[src/rtl/epochtv1_vram_arb.sv]
`default_nettype none
// ============================================================================
// epochtv1_vram_arb : CPU-side VRAM access arbiter for the TV-1 video chip.
//                     Video fetch always wins; the CPU is stalled via WAIT.
// Revision: 1.0
// ============================================================================
module epochtv1_vram_arb #(
  parameter int STARVE_LIMIT = 8
) (
  input  logic        CLK,
  input  logic        RESET,
  input  logic        CE,
  input  logic [12:0] A,
  input  logic [7:0]  DB_I,
  output logic [7:0]  DB_O,
  output logic        DB_OE,
  input  logic        RDB,
  input  logic        WRB,
  input  logic        CSB,
  output logic        WAIT,
  input  logic        VID_REQ,
  input  logic [11:0] VID_A,
  output logic [15:0] VID_D,
  output logic        VID_VALID,
  output logic [11:0] VAA,
  input  logic [7:0]  VAD_I,
  output logic [7:0]  VAD_O,
  output logic        nVARD,
  output logic        nVAWR,
  output logic [11:0] VBA,
  input  logic [7:0]  VBD_I,
  output logic [7:0]  VBD_O,
  output logic        nVBRD,
  output logic        nVBWR,
  output logic        STARVED
);

  localparam logic [7:0] LIMIT = 8'(STARVE_LIMIT);

  typedef enum logic [1:0] {
    S_IDLE  = 2'd0,
    S_PEND  = 2'd1,
    S_RDATA = 2'd2,
    S_HOLD  = 2'd3
  } state_t;

  state_t      state;
  state_t      state_nx;

  logic        cpu_act;
  logic        prev_act;
  logic        new_req;
  logic        grant;
  logic        deny;

  logic [12:0] lat_addr;
  logic [7:0]  lat_data;
  logic        lat_wr;

  logic [7:0]  starve_cnt;
  logic [7:0]  cnt_inc;
  logic        starved_r;
  logic [7:0]  db_o_r;
  logic        vid_valid_r;
  logic [11:0] addr_q;
  logic [11:0] vaddr;

  always_comb begin
    cpu_act = ~CSB & (RDB ^ WRB);
    new_req = cpu_act & ~prev_act;
    grant   = (state == S_PEND) & cpu_act & ~VID_REQ & ~RESET;
    deny    = (state == S_PEND) & cpu_act & VID_REQ;
    cnt_inc = (starve_cnt == 8'hFF) ? 8'hFF : starve_cnt + 8'd1;
  end

  always_comb begin
    state_nx = state;
    case (state)
      S_IDLE:  if (new_req) state_nx = S_PEND;
      S_PEND: begin
        if (!cpu_act)      state_nx = S_IDLE;
        else if (!VID_REQ) state_nx = lat_wr ? S_HOLD : S_RDATA;
      end
      S_RDATA: state_nx = S_HOLD;
      S_HOLD:  if (!cpu_act) state_nx = S_IDLE;
      default: state_nx = S_IDLE;
    endcase
  end

  always_ff @(posedge CLK) begin
    if (RESET) begin
      state <= S_IDLE;
    end else if (CE) begin
      state <= state_nx;
    end
  end

  // prev_act resets high so a strobe held through reset must release first
  always_ff @(posedge CLK) begin
    if (RESET) begin
      prev_act    <= 1'b1;
      vid_valid_r <= 1'b0;
    end else if (CE) begin
      prev_act    <= cpu_act;
      vid_valid_r <= VID_REQ;
    end
  end

  always_ff @(posedge CLK) begin
    if (RESET) begin
      lat_addr <= 13'd0;
      lat_data <= 8'd0;
      lat_wr   <= 1'b0;
    end else if (CE && state == S_IDLE && new_req) begin
      lat_addr <= A;
      lat_data <= DB_I;
      lat_wr   <= ~WRB;
    end
  end

  // Any CE cycle that is not a denial breaks the consecutive-denial run
  always_ff @(posedge CLK) begin
    if (RESET) begin
      starve_cnt <= 8'd0;
      starved_r  <= 1'b0;
    end else if (CE) begin
      starve_cnt <= deny ? cnt_inc : 8'd0;
      if (deny && cnt_inc >= LIMIT) starved_r <= 1'b1;
    end
  end

  always_ff @(posedge CLK) begin
    if (RESET) begin
      db_o_r <= 8'd0;
    end else if (CE && state == S_RDATA) begin
      db_o_r <= lat_addr[0] ? VBD_I : VAD_I;
    end
  end

  always_ff @(posedge CLK) begin
    if (RESET) begin
      addr_q <= 12'd0;
    end else if (CE) begin
      addr_q <= vaddr;
    end
  end

  always_comb begin
    vaddr = addr_q;
    nVARD = 1'b0;
    nVBRD = 1'b0;
    nVAWR = 1'b1;
    nVBWR = 1'b1;
    if (!RESET) begin
      if (VID_REQ) begin
        vaddr = VID_A;
      end else if (grant) begin
        vaddr = lat_addr[12:1];
        if (lat_wr) begin
          nVARD = 1'b1;
          nVBRD = 1'b1;
          nVAWR = lat_addr[0];
          nVBWR = ~lat_addr[0];
        end
      end
    end
  end

  assign VAA       = vaddr;
  assign VBA       = vaddr;
  assign VAD_O     = lat_data;
  assign VBD_O     = lat_data;

  assign WAIT      = ~RESET & ((state == S_PEND) | (state == S_RDATA) |
                               ((state == S_IDLE) & new_req));
  assign DB_OE     = ~RESET & ~CSB & ~RDB & (state == S_HOLD) & ~lat_wr;
  assign DB_O      = db_o_r;
  assign VID_VALID = vid_valid_r;
  assign VID_D     = vid_valid_r ? {VBD_I, VAD_I} : 16'h0000;
  assign STARVED   = starved_r;

endmodule
`default_nettype wire
[config.mk]
export PLATFORM = sky130hd
export DESIGN_NAME = epochtv1_vram_arb
export DESIGN_NICKNAME = d
export VERILOG_FILES = /design/src/rtl/epochtv1_vram_arb.sv
export SDC_FILE = /design/constraint.sdc
export NUM_CORES = 1
export LEC_CHECK = 0
export BUFFER_PORTS_ARGS = -buffer_cell sky130_fd_sc_hd__buf_2
export CORE_MARGIN = 1.5
export CORE_UTILIZATION = 49
export CTS_CLUSTER_SIZE = 30
export DETAILED_ROUTE_END_ITERATION = 6
export PLACE_DENSITY_LB_ADDON = 0.15
export SLEW_MARGIN = 40
export SYNTH_ARGS = -nofsm -noshare
export SYNTH_HDL_FRONTEND = slang
export SYNTH_SLANG_ARGS = --single-unit
[constraint.sdc]
create_clock -name CLK -period 2.2 [get_ports CLK]
set_input_delay 0.11 -clock CLK [delete_from_list [all_inputs] [get_ports CLK]]
set_output_delay 0.11 -clock CLK [all_outputs]
set_load 0.05 [all_outputs]
==> flow_summary.ini, run 1 <==
[yosys]
ys_seq_area_frac = 0.330
synthFlopType = dfxtp_1
synth-edff-count = 0
syn_area_um2 = 3330
yosys_warnings = 0
synthCells = 397
ys_async_sr_fraction = 0
synth_area_per_cell_um2 = 8.40
synth_seq_cells = 55
synth_nets = 458
yosysUniqueCellTypes = 44

[placed_design]
dp_cells = 558
postPlaceCellArea_um2 = 3910
port_buffers = 127
gp_congestion = 0.830
dp_hpwl_um = 5910

[setup_path]
reg2reg_to = lat_addr[11]
cp_top_family = compound AO/OA/AOI/OAI gates
reg2reg_slack_ns = 0.31
slowest_delay_ns = 0.41
rr_worst_depth = 7
slowest_stage = a211oi_1
cp_max_fo = 12
worstPathCellList = inv_1 > ha_1 > and3_2 > a211oi_1 > o31ai_4 > buf_4
cp-start-kind = register
cp.arrival_ns = 2.05
r2r_start = state[0]
path_buf_inv = 2
cp-end-kind = output port
cp_data_required_time_ns = 2.09
crit_type = register to output port

[global_routing]
grt_pass1_vias = 2890
grt_pass1_wl_um = 13500
globalRouteOverflowTotal = 0
antenna_found_initial = 0
grt_start_max_net_pins = 60
global_route.usage.total = 0.225

[power_and_ir_drop]
power.density_nw_per_um2 = 592
p_int_mw = 1.66
power_frac_seq = 0.429
power.switching_mw = 0.760
netSwitchingFraction = 0.314
power_mw = 2.42
comb_power_share = 0.248
clockPowerShare = 0.323
p_leak_nw = 1.75
peakVddDrop_mv = 0.295

[floorplan]
start_util = 0.516
rows = 29
core-area_um2 = 6460
die_area_um2 = 7310
die_w_um = 85.5
die_h_um = 85.5
io_pins = 128

[worst_hold_path]
worstHoldStart = DB_I[7]
holdCritPathClass = input port to register
hold_end = VAD_O[7]
hold_path_depth = 3

[route]
finalWirelength_um = 8140
vias = 3127
drtIter0Drc = 158
wire_per_inst_um = 14.4
antenna_left = 0
drc_errors = 7
firstDrtPassIters = 6
vias_per_cell = 5.52

[timing]
slew_violations = 0
fin_crit_ns = 2.16
holdWs_ns = 0.0264
fmax_ghz = 0.464
slew-limit-headroom = 0.500
post-route-period-util = 0.980
skew_ns = 0.00748
setup_violations = 0
rsz0062_at_grt = yes
hold_violations = 0
tightest_slew_ns = 0.749

[run_status]
outcome = finished with violations
failed_checks = DRC

[layout]
drive_gt1_frac = 0.350
area_delta_synth_final_pct = 22.9
final_cells = 566
fill_cells = 591
seq_area_um2 = 1100
multi_input_area_um2 = 1970
n_antenna_cell = 0
nNetsFinal = 549
design_area_um2 = 4100
fin_util = 0.634

[clock_network]
cts_tree = yes
root_buffer = clkbuf_8
clk_pin_slew_ns = 0.10
h-tree-depth = 2
postCtsHoldBufs = 0
cts_setup_buffers = 0
numCtsBuffers = 5
cts_buffer_depth = 2
insertion_delay_ns = 0.31
clkSinkCount = 55

[run]
cap_viol_max_count = 0
==> logic make-up (layout without fill, tap and decap cells) <==
| group | after synthesis | after routing | synth area share |
|---|---|---|---|
| XOR/XNOR | 3 | 3 | 0.00788 |
| AND/OR/NAND/NOR | 136 | 136 | 0.223 |
| buffers and inverters | 69 | 161 | 0.118 |
| AO/OA/AOI/OAI | 89 | 89 | 0.180 |
| multiplexers | 40 | 40 | 0.122 |
| flip-flops | 55 | 55 | 0.330 |
| adder cells (fa/ha/maj) | 5 | 5 | 0.0188 |
==> registers in the layout, indices dropped and copies added (netlist names), named ones only <==
signal and cells:
starve_cnt 8, STARVED 1, state 1, prev_act 1, VAD_O 8, DB_O 8, lat_wr 1, addr_q 12
lat_addr 13, VID_VALID 1
==> worst max path at each step <==
stage	start	end	slack, ns	cells after the start
floorplan	register	VBA[0]	-0.03	8
CTS	register	VAA[0]	0.01	7
global route	register	VAA[0]	-0.06	7
global placement	register	VAA[0]	0.31	6
detailed placement	register	VAA[0]	0.27	6
finish	register	VAA[0]	0.04	6
==> Yosys cell counts (2+ instances only) <==
| library cell | number | share of area |
|---|---|---|
| inv_1 | 15 | 0.017 |
| nor3_1 | 7 | 0.011 |
| nand4b_1 | 2 | 0.0053 |
| ha_1 | 5 | 0.019 |
| clkbuf_1 | 16 | 0.018 |
| buf_2 | 10 | 0.015 |
| nand2b_1 | 10 | 0.019 |
| xnor2_1 | 2 | 0.0053 |
| a211oi_1 | 22 | 0.050 |
| nor3b_1 | 5 | 0.011 |
| nand4_1 | 4 | 0.0075 |
| a41oi_1 | 3 | 0.0079 |
| nor2_1 | 38 | 0.043 |
| and2_1 | 19 | 0.036 |
| mux2i_1 | 35 | 0.11 |
| o21ai_0 | 11 | 0.017 |
| nor2b_1 | 14 | 0.026 |
| buf_4 | 22 | 0.050 |
| a21oi_1 | 15 | 0.023 |
| o31ai_1 | 14 | 0.032 |
| nand2_1 | 16 | 0.018 |
| buf_12 | 2 | 0.012 |
| nand3_1 | 5 | 0.0075 |
| a21o_1 | 2 | 0.0045 |
| mux2_2 | 5 | 0.017 |
| and3_1 | 3 | 0.0056 |
| buf_1 | 3 | 0.0034 |
| o311a_1 | 2 | 0.0060 |
| o22a_1 | 2 | 0.0053 |
| and4_1 | 7 | 0.018 |
| dfxtp_1 | 55 | 0.33 |
| a31oi_1 | 14 | 0.026 |
==> cell usage in the layout, fill, tap and decap left out, types with 2 or more instances in the layout <==
| cell type | count |
|---|---|
| clkbuf_4 | 4 |
| xnor2_1 | 2 |
| buf_4 | 18 |
| nand3_1 | 5 |
| o21ai_2 | 5 |
| o21ai_0 | 6 |
| a211oi_1 | 18 |
| a21oi_1 | 15 |
| clkbuf_8 | 5 |
| o31ai_1 | 8 |
| inv_1 | 15 |
| nand4b_1 | 2 |
| ha_1 | 5 |
| nor2_1 | 38 |
| o311a_1 | 2 |
| a21o_1 | 2 |
| mux2i_1 | 35 |
| nand2b_1 | 10 |
| a41oi_1 | 3 |
| nor2b_1 | 14 |
| and2_1 | 19 |
| mux2_2 | 5 |
| nand2_1 | 16 |
| o22a_1 | 2 |
| and3_1 | 2 |
| and4_1 | 7 |
| nor3_1 | 7 |
| o31ai_4 | 5 |
| buf_2 | 116 |
| nor3b_1 | 5 |
| nand4_1 | 4 |
| bufinv_16 | 2 |
| dfxtp_1 | 55 |
| a211oi_2 | 5 |
| a31oi_1 | 13 |
==> layout make-up <==
type | instances | share of cell area
inverters | 15 | 0.0137
well taps | 77 | 0.0235
clock buffers | 6 | 0.0177
repair buffers | 138 | 0.182
multi-input cells | 273 | 0.480
flip-flops and latches | 55 | 0.269
clock inverters | 2 | 0.0147
==> routing by layer <==
layer  GRT usage  vias up  wire length, µm
li1            -     1577                -
met1       0.310     1431             3800
met2       0.364      111             3680
met3      0.0452        8              569
met4      0.0572        0               87
met5           0        -                0
==> worst register-to-register path: cells and delay by family, from the launching register on <==
kind	cells	cell delay, ns
and+or+nand+nor	3	0.54
buffers and inverters	2	0.40
DFF	1	0.37
muxes	1	0.23
adders and majority gates	1	0.21
==> timing repair <==
action | CTS | global route
cloned | 0 | 0
setup endpoints to repair | 10 | 12
gates resized for setup | 1 | 22
endpoints found under the hold margin | 0 | 0
==> stage by stage <==
step / setup TNS (ns) / setup WS (ns)
CTS: 0 / 0.0110
floorplan: -0.0334 / -0.0334
finish: 0 / 0.0432
detailed placement: 0 / 0.267
global route: -0.155 / -0.0562
global placement: 0 / 0.312
==> power groups by stage <==
stage,registers (mW),logic [mW],clock network [mW]
final,1.04,0.602,0.783
after global routing,1.04,0.640,0.838
after CTS,1.04,0.586,0.804
after detailed placement,1.06,0.585,0
after global placement,1.06,0.581,0
after floorplan,1.07,0.463,0
Power figures use the tool's default switching activity.
==> inputs of run 2 (changes only) <==
clock period = 2 ns   (was 2.2 ns; I/O delays follow)
==> flow_summary.ini, run 2 (same netlist as run 1, synthesis figures left out) <==
[clock_network]
cts_buffer_depth = 2
numCtsBuffers = 5
postCtsHoldBufs = 0
root_buffer = clkbuf_8
clkSinkCount = 55
clk_pin_slew_ns = 0.11
insertion_delay_ns = 0.32
cts_tree = yes
h-tree-depth = 2

[setup_path]
cp.arrival_ns = 1.86
reg2reg_to = lat_addr[3]
cp-start-kind = register
rr_worst_depth = 7
reg2reg_slack_ns = 0.20
worstPathCellList = inv_4 > ha_4 > and3_4 > buf_8 > a211oi_4 > o31ai_4 > buf_6
crit_path_end = VAA[4]
slowest_stage = dfxtp_4
slowest_delay_ns = 0.38
r2r_start = state[0]
cp_max_fo = 6
cp-end-kind = output port
crit_type = register to output port
cp_data_required_time_ns = 1.90

[global_routing]
grtUsageMet1 = 0.299
met3_usage = 0.0452
global_route.usage.total = 0.231
busiest_layer = met2
grt_start_max_net_pins = 27
antenna_found_initial = 0
grt_util_met2 = 0.396
grt_pass1_wl_um = 13800
globalRouteOverflowTotal = 0
grt_pass1_vias = 3067

[worst_hold_path]
worstHoldStart = DB_I[6]
holdCritPathClass = input port to register

[layout]
layout_common_cells = buf_2 (106), dfxtp_1 (53), nor2_1 (38), mux2i_1 (35), buf_4 (30)
drive_gt1_frac = 0.406
mostFrequentLayoutCell = buf_2
n_antenna_cell = 0
top_regs = lat_addr (13), addr_q (12)
regMostFlops = lat_addr
largest_reg_flops = 13
design_area_um2 = 4470
nNetsFinal = 560
area_delta_synth_final_pct = 34.0

[timing]
setup_tns_ns = 0
skew_ns = 0.0154
hold_violations = 0
holdWs_ns = 0.00878
fin_crit_ns = 1.96
slew-limit-headroom = 0.602
setup_violations = 0
tightest_slew_ns = 0.598
slew_violations = 0
rsz0062_at_grt = yes
post-route-period-util = 0.979
finalWorstSetupSlack_ns = 0.0422
fmax_ghz = 0.511

[route]
vias = 3193
vias_per_cell = 5.53
finalWirelength_um = 8340
firstDrtPassIters = 6
drtIter0Drc = 124
wire_per_inst_um = 14.4
antenna_left = 0
drc_errors = 5

[floorplan]
start_util = 0.516
die_w_um = 85.5
die_area_um2 = 7310
core-area_um2 = 6460
rows = 29
io_pins = 128
die_h_um = 85.5

[power_and_ir_drop]
peakVddDrop_mv = 0.382
p_leak_nw = 1.83
power_mw = 2.54
power.density_nw_per_um2 = 569

[run_status]
outcome = finished with violations
failed_checks = DRC

[placed_design]
dp_hpwl_um = 5880
pre_cts_ws_ns = 0.173
port_buffers = 127
postPlaceCellArea_um2 = 4090
gp_congestion = 0.882

[run]
cap_viol_max_count = 0
run 2: cell count changes in the layout (fill, tap and decap cells not counted), sizes merged:
cell      before  now
buf          134  146
bufinv         2    0
clkbuf        10    8
clkinvlp       0    2
inv           15   16
run 2: critical path, delay by kind of cell (launching register included):
| family | cells | cell delay (ns) |
|---|---|---|
| buffers and inverters | 3 | 0.43 |
| DFF | 1 | 0.38 |
| AOI/OAI and AO/OA | 2 | 0.36 |
| and+or+nand+nor | 1 | 0.22 |
| adders and majority gates | 1 | 0.16 |
run 2: layer usage:
metal	share of wire	vias to the layer above	wire length, µm
li1	-	1592	-
met1	0.44	1491	3650
met2	0.50	102	4140
met3	0.052	8	431
met4	0.014	0	118
met5	0	-	0
run 2: area by class of cell:
class                      count  area [µm²]
timing repair buffer         149         912
inverter                      15        58.8
multi-input combinational    273        2200
fill                         540        1990
tap                           77        96.3
clock buffer                   5        68.8
sequential                    55        1110
clock inverter                 3        23.8
run 2: per-stage QoR:
stage | std cells | util
after floorplan | 397 | -
after CTS | 573 | 0.671
final | 577 | 0.692
after global routing | 577 | 0.692
after global placement | 564 | 0.633
after detailed placement | 564 | 0.633
run 2: timing repair:
| item | 4_1_cts | 5_1_grt |
|---|---|---|
| endpoints found under the setup margin | 22 | 23 |
| gates cloned | 0 | 1 |
| pin swaps | 2 | 3 |
| gates resized for setup | 34 | 32 |
| buffers inserted | 1 | 3 |
run 2: report_power, final:
group	total (mW)	internal [mW]	leakage (nW)	switching, mW
clock network	0.640	0.252	0.0408	0.388
registers	1.14	1.12	0.448	0.0229
logic	0.759	0.266	1.34	0.493
run 2: worst min-delay path by stage:
stage	slack, ns	cells after the start	to
after floorplan	0.19	1	lat_wr
after global placement	0.33	3	VAD_O[4]
after detailed placement	0.34	3	lat_addr[6]
after CTS	0.005	3	VAD_O[5]
after global routing	0.01	3	lat_addr[5]
final	0.009	3	VAD_O[6]
==> inputs of run 3 (changes only) <==
SETUP_SLACK_MARGIN = 0.05   (was not set)
==> flow_summary.ini, run 3 (same netlist as run 1, synthesis figures left out) <==
[clock_network]
cts_buffer_depth = 2
insertion_delay_ns = 0.32
root_buffer = clkbuf_8
clk_pin_slew_ns = 0.11
numCtsBuffers = 5
clkSinkCount = 55
h-tree-depth = 2
cts_tree = yes

[layout]
fill_cells = 504
final_cells = 578
regMostFlops = lat_addr
n_antenna_cell = 0
largest_reg_flops = 13
drive_gt1_frac = 0.407
mostFrequentLayoutCell = buf_2
area_delta_synth_final_pct = 37.5
nNetsFinal = 561
top_regs = lat_addr (13), addr_q (12)
layout_common_cells = buf_2 (100), dfxtp_1 (53), nor2_1 (38), mux2i_1 (35), buf_4 (21)

[setup_path]
cp-start-kind = register
cp.arrival_ns = 1.87
cp_data_required_time_ns = 1.90
cp-end-kind = output port
crit_type = register to output port
cp_max_fo = 10

[global_routing]
grt_pass1_vias = 2964
grt_start_max_net_pins = 32
global_route.usage.total = 0.224
globalRouteOverflowTotal = 0
grt_pass1_wl_um = 13500
antenna_found_initial = 0

[power_and_ir_drop]
netSwitchingFraction = 0.362
clockPowerShare = 0.261
power.density_nw_per_um2 = 570
comb_power_share = 0.302
p_leak_nw = 1.87
power_mw = 2.61
power.switching_mw = 0.947
peakVddDrop_mv = 0.298
p_int_mw = 1.67
power_frac_seq = 0.438

[route]
firstDrtPassIters = 6
vias_per_cell = 5.58
finalWirelength_um = 8800
wire_per_inst_um = 15.2
drc_errors = 5
antenna_left = 0
drtIter0Drc = 191
vias = 3226

[run_status]
failed_checks = DRC
outcome = finished with violations

[floorplan]
die_w_um = 85.5
die_area_um2 = 7310
core-area_um2 = 6460
io_pins = 128
start_util = 0.516
rows = 29
die_h_um = 85.5

[timing]
fin_crit_ns = 1.97
post-route-period-util = 0.985
finalWorstSetupSlack_ns = 0.0299
setup_violations = 0
tightest_slew_ns = 0.558
setup_tns_ns = 0
slew-limit-headroom = 0.627
hold_violations = 0
slew_violations = 0
rsz0062_at_grt = yes
fmax_ghz = 0.508
skew_ns = 0.00828
holdWs_ns = 0.00644

[placed_design]
pre_cts_ws_ns = 0.165
dp_hpwl_um = 5880
gp_congestion = 0.835
port_buffers = 127
dp_cells = 563

[run]
cap_viol_max_count = 0

[worst_hold_path]
holdCritPathClass = input port to register
[run 3: cell types whose count changed in the layout (fill, tap and decap cells not counted), moves of 4 or more]
cell,previous run,this run
a211oi_2,2,6
a211oi_4,4,0
buf_2,106,100
buf_4,30,21
buf_6,7,18
[run 3: power by group through the flow]
stage	logic [mW]	clock network, mW	registers (mW)
floorplan	0.545	0	1.17
global placement	0.682	0	1.17
detailed placement	0.691	0	1.17
CTS	0.719	0.691	1.14
global route	0.832	0.743	1.15
finish	0.789	0.682	1.14
[run 3: routing by layer]
metal  up-vias  part of all wire  track usage
met5         -                 0            0
met4         0            0.0091       0.0572
met3         8             0.062       0.0385
met2       118              0.49        0.383
met1      1504              0.44        0.295
li1       1596                 -            -
[run 3: final timing paths]
check	endpoint	slack, ns	from	cells after the start
worst max-delay path	VBA[3]	0.03	register	7
worst min-delay path	VAD_O[2]	0.006	DB_I[2]	3
worst max register to register	state[0]	0.17	register	7
worst min register to register	addr_q[6]	0.47	addr_q[6]	2
[run 3: final cells by class]
type                            count  area, µm²  area share
Multi-Input combinational cell    273       2200       0.479
Sequential cell                    55       1110       0.241
Timing Repair Buffer              150       1030       0.225
Tap cell                           77       96.3      0.0210
Clock buffer                        5       68.8      0.0150
Inverter                           15       58.8      0.0128
Clock inverter                      3       26.3     0.00573
[run 3: through the flow]
stage          area (µm²)   util
3_5_place_dp         4120  0.638
2_1_floorplan        3580      -
6_report             4590  0.710
3_3_place_gp         4120  0.638
4_1_cts              4300  0.666
5_1_grt              4590  0.710
[run 3: critical path, cell delays in order (launching register included)]
cell	delay (ns)
dfxtp_2	0.39
inv_4	0.05
ha_4	0.19
clkbuf_16	0.18
a31oi_4	0.17
a211oi_2	0.08
o31ai_4	0.19
buf_2	0.29
[run 3: timing repair]
| action | 4_1_cts | 5_1_grt |
|---|---|---|
| setup endpoints to repair | 24 | 28 |
| cloned | 0 | 2 |
| buffers inserted | 0 | 4 |
| hold endpoints to repair | 0 | 1 |
| resized for setup | 24 | 60 |
| hold buffers | 0 | 1 |
| pin swaps | 1 | 3 |
